**src/rtl/vga_rx_monitor.sv**
```systemverilog
// vga_rx_monitor: VGA receive-side timing checker, pixel coordinate/colour recovery and per-frame signature (VGA_RX_CRC_EN selects a CRC-16 signature, otherwise frame_sig is 0)
module vga_rx_monitor #(
    parameter int H_SYNC      = 96,
    parameter int H_BP        = 48,
    parameter int H_ACT       = 640,
    parameter int H_FP        = 16,
    parameter int V_SYNC      = 2,
    parameter int V_BP        = 33,
    parameter int V_ACT       = 480,
    parameter int V_FP        = 10,
    parameter int LOCK_FRAMES = 2
) (
    input  logic        vga_clk,
    input  logic        clrn,
    input  logic        hs,
    input  logic        vs,
    input  logic [3:0]  r,
    input  logic [3:0]  g,
    input  logic [3:0]  b,
    output logic        pix_valid,
    output logic [9:0]  pix_x,
    output logic [8:0]  pix_y,
    output logic [11:0] pix_rgb,
    output logic        frame_done,
    output logic        frame_ok,
    output logic        locked,
    output logic [7:0]  err_cnt,
    output logic [15:0] frame_sig
);
    localparam logic [9:0] H_LAST = 10'(H_SYNC + H_BP + H_ACT + H_FP - 1);
    localparam logic [9:0] V_LAST = 10'(V_SYNC + V_BP + V_ACT + V_FP - 1);
    localparam logic [9:0] HA0    = 10'(H_SYNC + H_BP);
    localparam logic [9:0] HA1    = 10'(H_SYNC + H_BP + H_ACT);
    localparam logic [9:0] VA0    = 10'(V_SYNC + V_BP);
    localparam logic [9:0] VA1    = 10'(V_SYNC + V_BP + V_ACT);
    localparam int         GW     = $clog2(LOCK_FRAMES + 1);

    typedef enum logic [1:0] {UNLOCKED, ACQUIRE, LOCKED} state_t;

    state_t        state_q, state_d;
    logic          hs1_q, hs1_d, vs1_q, vs1_d, hs2_q, hs2_d, vs2_q, vs2_d;
    logic [11:0]   rgb1_q, rgb1_d, rgb2_q, rgb2_d;
    logic [9:0]    hc_q, hc_d, vc_q, vc_d;
    logic          seen_q, seen_d, lerr_q, lerr_d;
    logic [GW-1:0] good_q, good_d;
    logic [7:0]    err_q, err_d;
    logic          pix_valid_q, pix_valid_d, frame_done_q, frame_done_d, frame_ok_q, frame_ok_d;
    logic [9:0]    pix_x_q, pix_x_d;
    logic [8:0]    pix_y_q, pix_y_d;
    logic [11:0]   pix_rgb_q, pix_rgb_d;
    logic          hs_fall, vs_fall, line_err, good, act, drop;

    assign hs_fall  = hs2_q & ~hs1_q;
    assign vs_fall  = vs2_q & ~vs1_q;
    assign line_err = hs_fall && seen_q && hc_q != H_LAST;
    assign good     = vc_q == V_LAST && !lerr_q && !line_err;
    assign act      = hc_q >= HA0 && hc_q < HA1 && vc_q >= VA0 && vc_q < VA1;

    // input sampling, counters and per-frame line-error tracking
    always_comb begin
        hs1_d  = hs;
        vs1_d  = vs;
        hs2_d  = hs1_q;
        vs2_d  = vs1_q;
        rgb1_d = {r, g, b};
        rgb2_d = rgb1_q;
        hc_d   = hs_fall ? 10'd0 : (hc_q == 10'h3FF ? hc_q : hc_q + 10'd1);
        vc_d   = vs_fall ? 10'd0 : ((hs_fall && vc_q != 10'h3FF) ? vc_q + 10'd1 : vc_q);
        seen_d = drop ? 1'b0 : (seen_q | hs_fall);
        lerr_d = vs_fall ? 1'b0 : (lerr_q | line_err);
    end

    // lock FSM next state, good-frame counter and saturating error count
    always_comb begin
        state_d = state_q;
        good_d  = good_q;
        err_d   = err_q;
        drop    = 1'b0;
        case (state_q)
            UNLOCKED: if (vs_fall) begin
                state_d = ACQUIRE;
                good_d  = '0;
            end
            ACQUIRE: if (vs_fall) begin
                good_d  = good ? good_q + 1'b1 : '0;
                state_d = (good && good_q + 1'b1 == GW'(LOCK_FRAMES)) ? LOCKED : ACQUIRE;
            end
            LOCKED: if (line_err || (vs_fall && !good)) begin
                state_d = UNLOCKED;
                drop    = 1'b1;
                err_d   = err_q == 8'hFF ? err_q : err_q + 8'd1;
            end
            default: state_d = UNLOCKED;
        endcase
    end

    // registered pixel and frame-status outputs
    always_comb begin
        pix_valid_d  = act && state_q == LOCKED;
        pix_x_d      = hc_q - HA0;
        pix_y_d      = 9'(vc_q - VA0);
        pix_rgb_d    = rgb2_q;
        frame_done_d = vs_fall;
        frame_ok_d   = vs_fall ? (good && state_q != UNLOCKED) : frame_ok_q;
    end

    // lock FSM state register
    always_ff @(posedge vga_clk or negedge clrn) begin
        if (!clrn) state_q <= UNLOCKED;
        else       state_q <= state_d;
    end

    // datapath registers; syncs reset to the idle-high level
    always_ff @(posedge vga_clk or negedge clrn) begin
        if (!clrn) begin
            hs1_q <= 1'b1; vs1_q <= 1'b1; hs2_q <= 1'b1; vs2_q <= 1'b1;
            rgb1_q <= '0; rgb2_q <= '0; hc_q <= '0; vc_q <= '0;
            seen_q <= 1'b0; lerr_q <= 1'b0; good_q <= '0; err_q <= '0;
            pix_valid_q <= 1'b0; pix_x_q <= '0; pix_y_q <= '0; pix_rgb_q <= '0;
            frame_done_q <= 1'b0; frame_ok_q <= 1'b0;
        end else begin
            hs1_q <= hs1_d; vs1_q <= vs1_d; hs2_q <= hs2_d; vs2_q <= vs2_d;
            rgb1_q <= rgb1_d; rgb2_q <= rgb2_d; hc_q <= hc_d; vc_q <= vc_d;
            seen_q <= seen_d; lerr_q <= lerr_d; good_q <= good_d; err_q <= err_d;
            pix_valid_q <= pix_valid_d; pix_x_q <= pix_x_d; pix_y_q <= pix_y_d; pix_rgb_q <= pix_rgb_d;
            frame_done_q <= frame_done_d; frame_ok_q <= frame_ok_d;
        end
    end

`ifdef VGA_RX_CRC_EN
    logic [15:0] crc_q, crc_d, sig_q, sig_d;

    function automatic logic [15:0] crc12(input logic [15:0] c_in, input logic [11:0] d);
        logic [15:0] c;
        c = c_in;
        for (int i = 11; i >= 0; i--) c = {c[14:0], 1'b0} ^ ((c[15] ^ d[i]) ? 16'h1021 : 16'h0000);
        return c;
    endfunction

    // CRC over active pixels while acquiring or locked; restarts at every frame boundary
    always_comb begin
        crc_d = vs_fall ? 16'hFFFF : ((act && state_q != UNLOCKED) ? crc12(crc_q, rgb2_q) : crc_q);
        sig_d = vs_fall ? crc_q : sig_q;
    end

    // CRC accumulator and latched frame signature
    always_ff @(posedge vga_clk or negedge clrn) begin
        if (!clrn) begin
            crc_q <= 16'hFFFF;
            sig_q <= '0;
        end else begin
            crc_q <= crc_d;
            sig_q <= sig_d;
        end
    end

    assign frame_sig = sig_q;
`else
    assign frame_sig = '0;
`endif

    assign pix_valid  = pix_valid_q;
    assign pix_x      = pix_x_q;
    assign pix_y      = pix_y_q;
    assign pix_rgb    = pix_rgb_q;
    assign frame_done = frame_done_q;
    assign frame_ok   = frame_ok_q;
    assign locked     = state_q == LOCKED;
    assign err_cnt    = err_q;
endmodule

```
**config.mk**
```make
export PLATFORM = sky130hd
export DESIGN_NAME = vga_rx_monitor
export DESIGN_NICKNAME = d
export VERILOG_FILES = /design/src/rtl/vga_rx_monitor.sv
export SDC_FILE = /design/constraint.sdc
export NUM_CORES = 1
export LEC_CHECK = 0
export BUFFER_PORTS_ARGS = -buffer_cell sky130_fd_sc_hd__buf_2
export CAP_MARGIN = 20
export CORE_AREA = 5 5 95 97
export CTS_CLUSTER_DIAMETER = 50
export DETAILED_ROUTE_END_ITERATION = 12
export DIE_AREA = 0 0 100 102
export GPL_TIMING_DRIVEN = 0
export PLACE_DENSITY = 0.78
export SLEW_MARGIN = 10
export SYNTH_ARGS = -nofsm -noshare
export SYNTH_HDL_FRONTEND = slang
export SYNTH_SLANG_ARGS = --single-unit
```
**constraint.sdc**
```tcl
create_clock -name vga_clk -period 1.9 [get_ports vga_clk]
set_input_delay 0.19 -clock vga_clk [delete_from_list [all_inputs] [get_ports vga_clk]]
set_output_delay 0.19 -clock vga_clk [all_outputs]
set_load 0.01 [all_outputs]
```
==> summary by stage <==
Run status
The flow ran to the end, but the final reports show violations. The final reports fail on setup timing.

Yosys
Of the synthesized area, sequential elements account for 63.0%. Counting flops with a built-in enable in the synthesized netlist gives 0. The most used flip-flop cell after synthesis is dfrtp_1.

The area fraction in compound gates after synthesis is 6.95%. The cell count after synthesis came out at 311. The arithmetic-cell share of the synthesized area counting full adders, half adders and majority gates is 2.95%.

In this run, synthesis produced a sequential element count of 96. Of the post-synthesis cell area, the part taken by muxes is 0.393%. After synthesis, the largest family of logic cells by area is simple AND/OR/NAND/NOR gates. The number of different library cells in the post-synthesis netlist is 50. The count of warnings emitted by yosys is 0. After synthesis the cells add up to 3820 um^2. The post-synthesis share of cell area spent on xor and xnor gates is 6.19%. The average cell area after synthesis is 12.3 um^2. The share of synthesized cell area in and, or, nand and nor gates is 14.0%. The share of synthesized flip-flops with an asynchronous set or reset is 100%.

Route
The number of nets still failing antenna checks after routing is 0. Detailed routing inserted a total of 2538 vias. The first routing iteration left 57 violations. Using the TritonRoute via totals, the vias-per-cell ratio works out to 4.83.

The wire length reported by the detailed router is 7110 um. For this run, the detailed router's first-pass iteration total came to 4. After detailed routing, the number of remaining DRC violations is 0.

After detailed routing, the average wire length per cell comes to 13.5 um.

Timing
The maximum operating frequency is 504 MHz. The final critical delay including setup and external delays is 1.98 ns. The worst-margin pin slew is 0.706 ns. The worst pin sits at a relative slew slack of 53.0%. The worst clock skew on the final layout is 0.0148 ns. Setup repair after global routing could not meet its margin everywhere. The final clock period utilization by the worst path is 104%. Setup violations remaining at the end of the flow were counted as 2.

The worst path setup slack after routing is -0.0832 ns. The hold violation count in the final report is 0. For the final routed database, the setup TNS stands at -0.152 ns. The number of pins exceeding their max-slew limit in the final report is 0.

Clock network
Clock-pin slew was measured on the worst setup and hold paths at 0.10 ns. The clock passes through at most 2 buffers. TritonCTS built the clock tree. The number of clock sinks is 96.

The number of clock buffers inserted by TritonCTS is 9. The clock latency on the worst-skew pair is 0.36 ns. The H-tree was split into 3 levels. In this run the clock root is driven by a clkbuf_8.

Run
The number of maximum-capacitance constraint violations is 0.

Floorplanning
The area of the core is 8050 um^2. The initial utilization of the core area, before any placement, comes to 47.4%. After floorplanning, the core was divided into 33 placement rows. The die covers 10200 um^2. The floorplan step set the die width to 100 um. The die boundary height is 102 um. 75 I/O pins were placed.

Worst setup path
The signal arrival time at the worst endpoint is 2.23 ns. The worst setup path is of the flip-flop to flip-flop kind. The biggest fanout along the worst timing path is 8. The number of cells on the worst reg-to-reg path is 7. STA classifies the critical path startpoint as a flip-flop.

STA classifies the critical path endpoint as a flip-flop. The data required time of the critical path is 2.15 ns.

GRT
The remaining global-route overflow is 0. The first-pass GRT wire length is 12200 um. The number of global-route vias before repair is 2523. The initial antenna violation count is 0. The total routing resource utilization after global routing is 15.2%. Entering global routing, the biggest net connects 60 pins.

Finish
The proportion of layout cells with a drive suffix above 1 is 32.1%. The number of inserted diodes is 0. Compared with the post-synthesis result, the final layout area differs by 26.1%.

The post-layout net count is 441.

Power and ir drop
For this design the ratio of total power to cell area is 851 nW/um^2. VDD sags by at most 0.000470 V. The analysis attributes to cell leakage a power of 2.26 nW. The overall power of the completed layout is 4.10 mW.

Worst hold path
The number of instances on the worst hold path is 0. The path class of the tightest hold or removal check is flip-flop to flip-flop.

Place
The detailed-placement wirelength estimate is 4680 um. The congestion estimate from routability-driven global placement came to 0.862. The post-placement setup slack is -0.351 ns. The number of buffers inserted by port buffering is 58.
==> worst paths after layout <==
check / to / slack [ns] / from
min reg2reg: pix_rgb[2] / 0.34 / pix_rgb_d[2]
max reg2reg: err_cnt[1] / -0.08 / hc_q[5]
min in group asynchronous: pix_rgb[3] / 0.43 / clrn
max: err_cnt[1] / -0.08 / hc_q[5]
max in group asynchronous: hs2_q / 0.76 / clrn
min: pix_rgb[2] / 0.34 / pix_rgb_d[2]
==> sequential cells by signal, summed over array words and instances, names as in the netlist, 2 cells and up <==
signal     count
vc_q          10
err_cnt        8
pix_rgb_d     12
pix_x         10
pix_y          9
hc_q          10
state_q        2
good_q         2
pix_rgb       12
rgb1_q        12
==> what timing repair did <==
| item | CTS | global route |
|---|---|---|
| buffers inserted | 4 | 6 |
| endpoints found under the hold margin | 70 | 0 |
| hold buffers | 15 | 0 |
| endpoints found under the setup margin | 19 | 21 |
| pin swaps | 5 | 8 |
| resized for setup | 19 | 5 |
==> worst max-delay path, stage by stage, from the launching register on <==
cell and delay, ns:
dfrtp_1 0.41, inv_2 0.08, ha_4 0.13, or3b_4 0.38
o311ai_4 0.26, buf_4 0.19, o22ai_4 0.10, mux2_4 0.32
==> synth_stat cells, drive strengths merged, types with 2 or more instances <==
library cell	n	share of area, %
nand2b	5	0.82
and2	2	0.33
xor2	10	2.3
o21ai	9	1.2
nand2	23	2.3
nand4b	3	0.69
and3	5	0.82
inv	13	1.3
xnor2	17	3.9
and4	3	0.69
dfstp	4	2.8
a21oi	9	1.2
nor2b	2	0.33
ha	9	2.9
a211oi	3	0.59
nand4	8	1.3
clkbuf	7	0.69
buf	22	4.4
nor3	7	0.92
nand3	8	1.0
nor2	22	2.2
o211ai	2	0.39
dfrtp	92	60
or3	4	0.79
==> cell usage in the layout, fill, tap and decap left out, types with 9 or more instances in the layout <==
| cell | netlist | layout |
|---|---|---|
| buf_2 | 3 | 60 |
| clkbuf_8 | 0 | 9 |
| xor2_1 | 10 | 10 |
| a21oi_1 | 9 | 9 |
| dfrtp_1 | 92 | 88 |
| nand2_1 | 23 | 21 |
| nor2_1 | 22 | 22 |
| xnor2_1 | 17 | 17 |
| buf_4 | 16 | 25 |
| dlygate4sd3_1 | 0 | 15 |
| inv_1 | 13 | 11 |
| conb_1 | 1 | 16 |
==> through the flow <==
| stage | area, um^2 | std cells | utilization (%) | hold WS [ns] |
|---|---|---|---|---|
| finish | 4810 | 526 | 59.8 | 0.342 |
| global route | 4810 | 526 | 59.8 | 0.363 |
| CTS | 4760 | 523 | 59.1 | 0.351 |
| detailed placement | 4330 | 490 | 53.7 | 0.293 |
| global placement | 4300 | 489 | 53.5 | 0.297 |
| floorplan | 3880 | 326 | - | -0.106 |
==> final cells by class <==
| type | count | area, um^2 |
|---|---|---|
| fill | 701 | 3240 |
| multi-input combinational | 188 | 1290 |
| clock inverter | 5 | 63.8 |
| timing repair buffer | 84 | 554 |
| sequential | 96 | 2410 |
| buffer | 24 | 178 |
| inverter | 13 | 48.8 |
| tap | 105 | 131 |
| clock buffer | 11 | 131 |
==> kinds of logic (layout without fill, tap and decap cells) <==
kind of cell,Yosys count,in the layout
flip-flops,96,96
multiplexers,1,1
AND/OR/NAND/NOR,99,99
other,1,16
AO/OA/AOI/OAI,36,36
buffers and inverters,42,137
adder cells (fa/ha/maj),9,9
XOR/XNOR,27,27
==> routing by layer <==
layer  track usage [%]  share of wire (%)  up-vias
met2              25.6                 50       73
met5                 0                  0        -
li1                  -                  -     1225
met4              7.25                2.1        0
met3              3.69                6.1       15
met1              18.7                 41     1225
==> where the power goes <==
group	leakage (nW)	internal [mW]	total [mW]	switching (mW)
registers	1.15	2.20	2.29	0.0982
logic	1.01	0.224	0.480	0.255
clock network	0.0945	0.622	1.32	0.700
Power figures use the tool's default switching activity.
